## src/rtl/piano_poly_envelope_synth_if.sv

```systemverilog
// Audio output FIFO bus between the synth and Audio_Controller.
// master: synth (drives write strobe and samples); slave: controller (drives allowed).
interface piano_poly_envelope_synth_if;
  logic               audio_out_allowed;
  logic               write_audio_out;
  logic signed [31:0] left_channel_audio_out;
  logic signed [31:0] right_channel_audio_out;

  modport master (
    input  audio_out_allowed,
    output write_audio_out,
    output left_channel_audio_out,
    output right_channel_audio_out
  );

  modport slave (
    output audio_out_allowed,
    input  write_audio_out,
    input  left_channel_audio_out,
    input  right_channel_audio_out
  );
endinterface

```

## src/rtl/piano_poly_envelope_synth.sv

```systemverilog
// Polyphonic square-wave key synth with per-voice sustain/release envelope.
// Ports: CLOCK_50, resetn (sync, low), keys, aud (FIFO bus, master), voice_active.
// Define VOICE_DECAY_EN for piano mode (held notes decay); default is organ mode.
module piano_poly_envelope_synth #(
  parameter int NUM_KEYS = 10,
  parameter int HP_W = 19,
  parameter logic [NUM_KEYS*HP_W-1:0] HALF_PERIODS = {
    19'd37921, 19'd42565, 19'd47777, 19'd50619, 19'd56817,
    19'd63775, 19'd71585, 19'd75842, 19'd85131, 19'd95554
  },
  parameter int VOL_W = 8,
  parameter int VOL_INIT = 255,
  parameter int AMP_STEP = 39216,
  parameter int DECAY_TICKS = 50000
) (
  input  logic                CLOCK_50,
  input  logic                resetn,
  input  logic [NUM_KEYS-1:0] keys,
  piano_poly_envelope_synth_if.master aud,
  output logic [NUM_KEYS-1:0] voice_active
);

  typedef enum logic [1:0] {
    IDLE,
    SUSTAIN,
    RELEASE
  } state_t;

  localparam int TICK_W = (DECAY_TICKS > 1) ? $clog2(DECAY_TICKS) : 1;
  // voice width holds VOL_INIT*AMP_STEP plus sign without overflow
  localparam int VV_W = VOL_W + 32;
  localparam int MIX_W = VV_W + $clog2(NUM_KEYS) + 1;

  localparam logic [VOL_W-1:0]  VOL_LOAD = VOL_W'(VOL_INIT);
  localparam logic [TICK_W-1:0] TICK_LAST = TICK_W'(DECAY_TICKS - 1);
  localparam logic signed [MIX_W-1:0] POS_LIM =
    $signed({{(MIX_W-32){1'b0}}, 32'h7fff_ffff});
  localparam logic signed [MIX_W-1:0] NEG_LIM = -POS_LIM;

  logic [NUM_KEYS-1:0] keys_q;
  logic [NUM_KEYS-1:0] keys_q_d;
  logic [NUM_KEYS-1:0] rise;

  always_ff @(posedge CLOCK_50) begin
    if (!resetn) begin
      keys_q   <= '0;
      keys_q_d <= '0;
    end else begin
      keys_q   <= keys;
      keys_q_d <= keys_q;
    end
  end

  assign rise = keys_q & ~keys_q_d;

  logic signed [VV_W-1:0] voice_val [NUM_KEYS];

  for (genvar i = 0; i < NUM_KEYS; i++) begin : g_voice
    localparam logic [HP_W-1:0] HP = HALF_PERIODS[i*HP_W +: HP_W];

    state_t                 st;
    logic [VOL_W-1:0]       vol;
    logic [HP_W-1:0]        hp_cnt;
    logic                   phase;
    logic [TICK_W-1:0]      tick;
    logic                   tick_end;
    logic signed [VV_W-1:0] amp;
    logic signed [VV_W-1:0] v_q;

    assign tick_end = (tick == TICK_LAST);

    always_ff @(posedge CLOCK_50) begin
      if (!resetn) begin
        st     <= IDLE;
        vol    <= '0;
        hp_cnt <= '0;
        phase  <= 1'b1;
        tick   <= '0;
      end else begin
        if (st != IDLE) begin
          if (hp_cnt == HP) begin
            hp_cnt <= '0;
            phase  <= ~phase;
          end else begin
            hp_cnt <= hp_cnt + HP_W'(1);
          end
        end
        unique case (st)
          IDLE: begin
            if (rise[i] && HP != '0) begin
              st     <= SUSTAIN;
              vol    <= VOL_LOAD;
              hp_cnt <= '0;
              phase  <= 1'b1;
              tick   <= '0;
            end
          end
          SUSTAIN: begin
            if (!keys_q[i]) st <= RELEASE;
`ifdef VOICE_DECAY_EN
            // decay keeps its tick phase across the move to RELEASE
            if (tick_end) begin
              tick <= '0;
              vol  <= vol - VOL_W'(1);
              if (vol == VOL_W'(1)) st <= IDLE;
            end else begin
              tick <= tick + TICK_W'(1);
            end
`endif
          end
          RELEASE: begin
            if (rise[i]) begin
              st     <= SUSTAIN;
              vol    <= VOL_LOAD;
              hp_cnt <= '0;
              phase  <= 1'b1;
              tick   <= '0;
            end else if (tick_end) begin
              tick <= '0;
              vol  <= vol - VOL_W'(1);
              if (vol == VOL_W'(1)) st <= IDLE;
            end else begin
              tick <= tick + TICK_W'(1);
            end
          end
          default: st <= IDLE;
        endcase
      end
    end

    assign amp = $signed(VV_W'(vol) * VV_W'(AMP_STEP));

    always_ff @(posedge CLOCK_50) begin
      if (!resetn) begin
        v_q <= '0;
      end else if (st == IDLE) begin
        v_q <= '0;
      end else begin
        v_q <= phase ? amp : -amp;
      end
    end

    assign voice_val[i]    = v_q;
    assign voice_active[i] = (st != IDLE);
  end

  logic signed [MIX_W-1:0] sum;
  logic signed [31:0]      clip;
  logic signed [31:0]      m_q;

  always_comb begin
    sum = '0;
    for (int i = 0; i < NUM_KEYS; i++) begin
      sum = sum + MIX_W'(voice_val[i]);
    end
    // symmetric clamp so +full and -full map to equal magnitudes
    if (sum > POS_LIM) begin
      clip = 32'sh7fff_ffff;
    end else if (sum < NEG_LIM) begin
      clip = 32'sh8000_0001;
    end else begin
      clip = sum[31:0];
    end
  end

  always_ff @(posedge CLOCK_50) begin
    if (!resetn) begin
      m_q <= '0;
    end else begin
      m_q <= clip;
    end
  end

  // write every cycle the FIFO has room, even when silent
  always_ff @(posedge CLOCK_50) begin
    if (!resetn) begin
      aud.write_audio_out         <= 1'b0;
      aud.left_channel_audio_out  <= '0;
      aud.right_channel_audio_out <= '0;
    end else begin
      aud.write_audio_out <= aud.audio_out_allowed;
      if (aud.audio_out_allowed) begin
        aud.left_channel_audio_out  <= m_q;
        aud.right_channel_audio_out <= m_q;
      end
    end
  end

endmodule

```

## src/flat_wrapper.sv

```systemverilog
// flat-port wrapper written by rule: the top's interface ports become plain ports
module piano_poly_envelope_synth_flat 
#(
  parameter int NUM_KEYS = 10,
  parameter int HP_W = 19,
  parameter logic [NUM_KEYS*HP_W-1:0] HALF_PERIODS = {
    19'd37921, 19'd42565, 19'd47777, 19'd50619, 19'd56817,
    19'd63775, 19'd71585, 19'd75842, 19'd85131, 19'd95554
  },
  parameter int VOL_W = 8,
  parameter int VOL_INIT = 255,
  parameter int AMP_STEP = 39216,
  parameter int DECAY_TICKS = 50000
)
  (CLOCK_50, resetn, keys, voice_active, aud_audio_out_allowed, aud_write_audio_out, aud_left_channel_audio_out, aud_right_channel_audio_out);
  piano_poly_envelope_synth_if aud_i ();
  input  logic CLOCK_50;
  input  logic resetn;
  input  logic [NUM_KEYS-1:0] keys;
  output logic [NUM_KEYS-1:0] voice_active;
  input wire logic [$bits(aud_i.audio_out_allowed)-1:0] aud_audio_out_allowed;
  output wire logic [$bits(aud_i.write_audio_out)-1:0] aud_write_audio_out;
  output wire logic [$bits(aud_i.left_channel_audio_out)-1:0] aud_left_channel_audio_out;
  output wire logic [$bits(aud_i.right_channel_audio_out)-1:0] aud_right_channel_audio_out;
  assign aud_i.audio_out_allowed = aud_audio_out_allowed;
  assign aud_write_audio_out = aud_i.write_audio_out;
  assign aud_left_channel_audio_out = aud_i.left_channel_audio_out;
  assign aud_right_channel_audio_out = aud_i.right_channel_audio_out;
  piano_poly_envelope_synth #(.NUM_KEYS(NUM_KEYS), .HP_W(HP_W), .HALF_PERIODS(HALF_PERIODS), .VOL_W(VOL_W), .VOL_INIT(VOL_INIT), .AMP_STEP(AMP_STEP), .DECAY_TICKS(DECAY_TICKS)) u_core (.CLOCK_50(CLOCK_50), .resetn(resetn), .keys(keys), .aud(aud_i), .voice_active(voice_active));
endmodule
```

## config.mk

```make
export PLATFORM = sky130hd
export DESIGN_NAME = piano_poly_envelope_synth_flat
export DESIGN_NICKNAME = d
export VERILOG_FILES = /design/src/rtl/piano_poly_envelope_synth_if.sv /design/src/rtl/piano_poly_envelope_synth.sv /design/src/flat_wrapper.sv
export SDC_FILE = /design/constraint.sdc
export NUM_CORES = 2
export LEC_CHECK = 0
export ABC_AREA = 1
export CORE_MARGIN = 4
export CORE_UTILIZATION = 30
export DETAILED_ROUTE_END_ITERATION = 8
export GPL_ROUTABILITY_DRIVEN = 0
export PLACE_DENSITY = 0.41
export RECOVER_POWER = 50
export REMOVE_ABC_BUFFERS = 1
export SLEW_MARGIN = 20
export SYNTH_ARGS = -nofsm -noshare
export SYNTH_HDL_FRONTEND = slang
export SYNTH_SLANG_ARGS = --single-unit
export TNS_END_PERCENT = 10
```

## constraint.sdc

```tcl
create_clock -name CLOCK_50 -period 8.99 [get_ports CLOCK_50]
set_input_delay 0.899 -clock CLOCK_50 [delete_from_list [all_inputs] [get_ports CLOCK_50]]
set_output_delay 0.899 -clock CLOCK_50 [all_outputs]
set_load 0.01 [all_outputs]
```

Word-level counts from Yosys, hierarchy flattened
Cells that the tools add are included.
{"block": "classes", "n_reduce_logical": 91, "n_mul": 10, "n_bitwise": 13, "n_eq_ne": 90, "n_addsub": 49, "mux": 232, "magnitude_cmp": 2}
{"operator": "$mux W19", "n": 40}
{"operator": "$mux W16", "n": 30}
{"operator": "$neg A24 Y40", "n": 10}
{"operator": "$pmux W16 S2", "n": 10}
{"operator": "$add A45 B40 Y45", "n": 7}
{"operator": "$mux W24", "n": 10}
{"operator": "$mux W8", "n": 30}
{"operator": "$mul A8 B12 Y20 const B", "n": 10}
{"operator": "$add A19 B1 Y19 const B", "n": 10}
{"operator": "$add A16 B1 Y16 const B", "n": 10}
{"operator": "$eq A16 B16 Y1 const B", "n": 10}
{"operator": "$pmux W8 S2", "n": 10}
{"operator": "$eq A19 B16 Y1 const B", "n": 6}
{"operator": "$mux W2", "n": 50}
{"operator": "$eq A8 B1 Y1 const B", "n": 10}
{"operator": "$sub A8 B1 Y8 const B", "n": 10}
{"operator": "$eq A19 B17 Y1 const B", "n": 4}
{"operator": "$ne A3 B1 Y1 const B", "n": 20}
{"operator": "$pmux W2 S3", "n": 10}
{"operator": "$gt A45 B32 Y1 const B", "n": 1}
{"operator": "$lt A45 B32 Y1 const B", "n": 1}
{"operator": "$add A41 B40 Y42", "n": 1}
{"operator": "$reduce_or A2 Y1", "n": 21}
{"operator": "$add A40 B40 Y41", "n": 1}
{"operator": "16 further kinds", "n": 165}
{"block": "totals", "inputBits": 13, "reg_bits": 945, "word_cells": 563, "output_inout_bits": 75}

Longest topological paths before layout
{"block": "depth", "word_depth": 12, "depth_mapped": 41, "mapped_depth_nobuf": 40}

Worst setup path after synthesis
No wires, ideal clock.
{"block": "synth_path", "kind": "register to register", "start": "reg u_core.g_voice[2].v_q[5]", "end": "reg u_core.m_q[15]", "required_time_ps": 8877, "slack_ps": 2303, "t_arrival_ps": 6574, "period_less_slack_ps": 6687, "n_path_buf": 1, "stages_incl_launch_ff": 37, "setup_ps": 113, "cell_sequence": "dfxtp_1 -> inv_1 -> fa_1 -> inv_1 -> ha_1 -> inv_1 -> fa_1 -> inv_1 -> nand3_1 -> nand2_1 -> a21oi_1 -> o21bai_1 -> a21boi_1 -> o21ai_0 -> a21oi_1 -> nor2_1 -> nor2_1 -> xnor2_1 -> fa_1 -> inv_1 -> fa_1 -> fa_1 -> fa_1 -> inv_1 -> ha_1 -> nand2_1 -> nor2_4 -> nand3_1 -> nor2_1 -> nand3_1 -> nand4_1 -> nand3_1 -> nor2_1 -> nand3_2 -> nand3_2 -> buf_6 -> nand2_1"}
{"block": "synth_via", "elab_chain_cells": 11, "word_cells_on_any_way": 12, "cone_classes": "add/sub (8); order compare (2); mux (2)"}
{"item": "start, declared", "line_no": "piano_poly_envelope_synth.sv:68", "rtl": "logic signed [VV_W-1:0] v_q;"}
{"item": "start signal, assigned", "line_no": "piano_poly_envelope_synth.sv:139", "rtl": "v_q <= phase ? amp : -amp;"}
{"item": "$add A41 B40 Y42 (*)", "line_no": "piano_poly_envelope_synth.sv:154", "rtl": "sum = sum + MIX_W'(voice_val[i]);"}
{"item": "$add A45 B40 Y45 (*) (7 in series)", "line_no": "piano_poly_envelope_synth.sv:154"}
{"item": "$lt A45 B32 Y1", "line_no": "piano_poly_envelope_synth.sv:159", "rtl": "end else if (sum < NEG_LIM) begin"}
{"item": "$mux W32", "line_no": "piano_poly_envelope_synth.sv:159"}
{"item": "$mux W31 (*)", "line_no": "piano_poly_envelope_synth.sv:157", "rtl": "if (sum > POS_LIM) begin"}
{"item": "end signal, assigned", "line_no": "piano_poly_envelope_synth.sv:170", "rtl": "m_q <= clip;"}
{"item": "end, declared", "line_no": "piano_poly_envelope_synth.sv:149", "rtl": "logic signed [31:0] m_q;"}
Every way passes the cells marked *; elsewhere a longest branch is shown, timed or not.
A chain may end at the register's enable or synchronous reset.

Final worst setup path
{"block": "layout_path", "start": "reg u_core.g_voice[2].v_q[8]", "end": "reg u_core.m_q[5]"}
The elaborated chain is that of the path after synthesis.

==> summary.txt <==
CTS
  – Worst skew pair latency: 0.76 ns
  – CTS Buffer Depth: 3
  – Hold_buf cts: 0
  – CTS tree: built
  – # Post-CTS Setup Buffers: 0
  – CTS clk-pin slew, worst paths: about 0.06 ns
  – CTS Buf Count: about 120
  – Clk root buf: clkbuf_16
  – H-tree levels: 3
  – Resized Gates After CTS: 0
  – Clock Sink Count: 901

STA
  – Final Skew: 0.04903 ns
  – Final Cycle Share: 87.73%
  – # setup viols final: 0
  – Worst-Margin Slew: roughly 5.4 ns
  – Fmax: 0.1268 GHz
  – Slew headroom: -263.0%
  – Minimum clock period: 7.887 ns
  – Final hold vios: 0
  – Total negative slack: 0 ns
  – Unrepaired setup endpoints after global routing: no
  – Final Max Slew Viols: 174

Logic synthesis
  – Synth top area share: 27.06%
  – Netlist cell types: 75
  – Syn_area_per_cell: roughly 7.5 sq um
  – Post-synthesis sequential area ratio: between 20% and 30%
  – Synth top area cells: dfxtp_1 27%, ha_1 13%, fa_1 12%
  – Yosys warns: 0
  – Mapped cell area: 66660 sq um
  – Ys async rst share: 0%
  – Syn Inst Count: 8937
  – Post-synth EDFFs: 0
  – Yosys top cell by area: dfxtp_1
  – Top_reg_cell synth: dfxtp_1
  – Synth Register Bits: 901

Critical path
  – Critical-path top delay cell: fa_1
  – Slowest stage delay, CP: 0.56 ns
  – CP most frequent cell: nand2_1
  – CP required: 9.65 ns
  – Arrival time worst endpoint: 8.55 ns
  – Worst setup SP type: flip-flop
  – WS Path Type: reg2reg
  – Worst setup EP type: flip-flop
  – Worst-path fanout max: 26

Final layout
  – Fin nets: 10090
  – Final core occ: 33.86%
  – Most frequent cells in the layout: 1712 x inv_1, 1520 x nand2_1, 951 x nor2_1, 901 x dfxtp_1, 678 x ha_1
  – Share of layout cells above drive strength 1: 4.478%
  – Commonest non-fill, non-tap cell in the layout: inv_1
  – P&R area growth vs syn: 11.92%

Floorplanning
  – Die height: 479.4 um
  – I/O Pins: 88
  – Core area: 220400 sq um
  – Die width: between 400 and 500 um
  – Starting Density: 30.25%
  – Area of the die: 229800 sq um
  – Core Rows: 172

GRT
  – First-pass GRT wire length: 313300 um
  – Vias in the first global route: 56230
  – Maximum number of pins on one net before global-route repair: between 80 and 90
  – Congestion Overflow GR: 0
  – Gr usage total: 16.92%
  – Antenna violations before repair: 7

Outcome
  – Violated checks: max-capacitance violations, max-slew violations
  – Status: complete, but fails checks

Route
  – Drt wl/cell: 16.18 um
  – Via Count: 55700
  – Vias per inst: around 4.6
  – Antenna Nets Post-Route: 0
  – Drt total wl: 195300 um
  – Remaining routing DRC violations: 0
  – 1st-pass router iterations: 6
  – 1st-iter DRT viols: between 2000 and 3000

Hold path
  – HP Class: reg2reg

Placed design
  – Port buffer count: 87
  – Hpwl dp: 158500 um

Pwr
  – Worst VDD drop: ~0.17 mV
  – Static Leak: roughly 34 nW
  – Power per Cell Area: 198.1 nW/um^2
  – Total power: 14.78 mW

Flow run
  – Max-cap violations: 4
## routing by layer
layer  vias to the layer above  track usage, %  routed length [um]
met4                         0           3.240                2955
met1                     26180           23.21               95140
met5                         -               0                   0
met3                       165           2.281                7092
met2                       668           28.50               90080
li1                      28680               -                   -
## state kept, by name, indices dropped and copies added, names as in the netlist
register / cells
u_core.m_q: 30
u_core.g_voice.tick: 160
u_core.g_voice.vol: 80
u_core.keys_q_d: 10
u_core.aud.left_channel_audio_out: 30
u_core.g_voice.st: 20
u_core.g_voice.phase: 10
u_core.aud.write_audio_out: 1
u_core.keys_q: 10
u_core.g_voice.v_q: 360
u_core.g_voice.hp_cnt: 190
## per-stage QoR
| step | worst slack, ns | area, sq um | cells | hold WS (ns) |
|---|---|---|---|---|
| after floorplan | 2.112 | 65900 | 8787 | 0.4199 |
| after global placement | 1.275 | 70660 | 11850 | 0.4375 |
| after detailed placement | 1.256 | 70660 | 11850 | 0.4354 |
| after CTS | 1.192 | 74680 | 12070 | 0.4455 |
| after global routing | 0.3838 | 74610 | 12070 | 0.4638 |
| final | 1.103 | 74610 | 12070 | 0.4422 |
## final timing paths
kind	from	endpoint	slack, ns	cells after the start
setup / recovery	u_core.g_voice[2].v_q[8]	u_core.m_q[5]	1.10	33
hold / removal	u_core.keys_q[2]	u_core.keys_q_d[2]	0.44	2
setup reg to reg	u_core.g_voice[2].v_q[8]	u_core.m_q[5]	1.10	33
hold reg to reg	u_core.keys_q[2]	u_core.keys_q_d[2]	0.44	2
## synth_stat cells (17+ instances only)
| cell type | number |
|---|---|
| o21ai_0 | 309 |
| xnor2_1 | 56 |
| nand3_1 | 432 |
| a221oi_1 | 18 |
| a211oi_1 | 37 |
| nand2_1 | 1519 |
| a31oi_1 | 94 |
| nor3_2 | 25 |
| fa_1 | 384 |
| o21a_1 | 46 |
| a21oi_1 | 541 |
| xor2_1 | 180 |
| clkbuf_1 | 91 |
| nor3b_1 | 48 |
| buf_4 | 34 |
| ha_1 | 678 |
| nand4_1 | 121 |
| nor2_1 | 951 |
| a21o_1 | 39 |
| dfxtp_1 | 901 |
| or2_2 | 42 |
| nor4_1 | 52 |
| nor3_1 | 303 |
| nand3b_1 | 26 |
| nor2_2 | 34 |
| nand2_2 | 20 |
| o21bai_1 | 21 |
| and3_1 | 17 |
| inv_1 | 1712 |
## worst max-delay path: cells and delay by family (launching register included)
family / cells / cell delay [ns]
xor gates and xnor gates: 2 / 0.60
buffers and inverters: 5 / 0.31
adders and majority gates: 7 / 3.26
DFF: 1 / 0.31
and+or+nand+nor: 10 / 1.34
AOI/OAI and AO/OA: 9 / 1.97
## logic make-up (layout without fill, tap and decap cells)
| kind of cell | after synthesis | count (layout) | synth area share [%] |
|---|---|---|---|
| AOI/OAI and AO/OA | 1200 | 1200 | 10.27 |
| xor gates and xnor gates | 241 | 241 | 3.240 |
| adders and majority gates | 1062 | 1062 | 24.26 |
| buffers and inverters | 1887 | 2061 | 10.93 |
| DFF | 901 | 901 | 27.06 |
| other | 0 | 2 | 0 |
| and+or+nand+nor | 3646 | 3646 | 24.25 |
## area by class of cell
| type | count | area (sq um) |
|---|---|---|
| Antenna cell | 2 | 5.005 |
| Clock buffer | 157 | 3299 |
| Clock inverter | 58 | 726.9 |
| Fill cell | 23570 | 145800 |
| Inverter | 1737 | 6521 |
| Multi-Input combinational cell | 6149 | 41340 |
| Sequential cell | 901 | 18040 |
| Tap cell | 2958 | 3701 |
| Timing Repair Buffer | 109 | 980.9 |
## where the power goes
part	total (mW)	internal [mW]	leakage, nW	switching, mW
combinational	5.54	1.90	24.7	3.64
clock	4.89	2.94	1.99	1.95
sequential	4.34	4.16	7.30	0.177
total	14.8	9.01	34.0	5.77
Note: power is estimated with default switching activity, not from simulation.
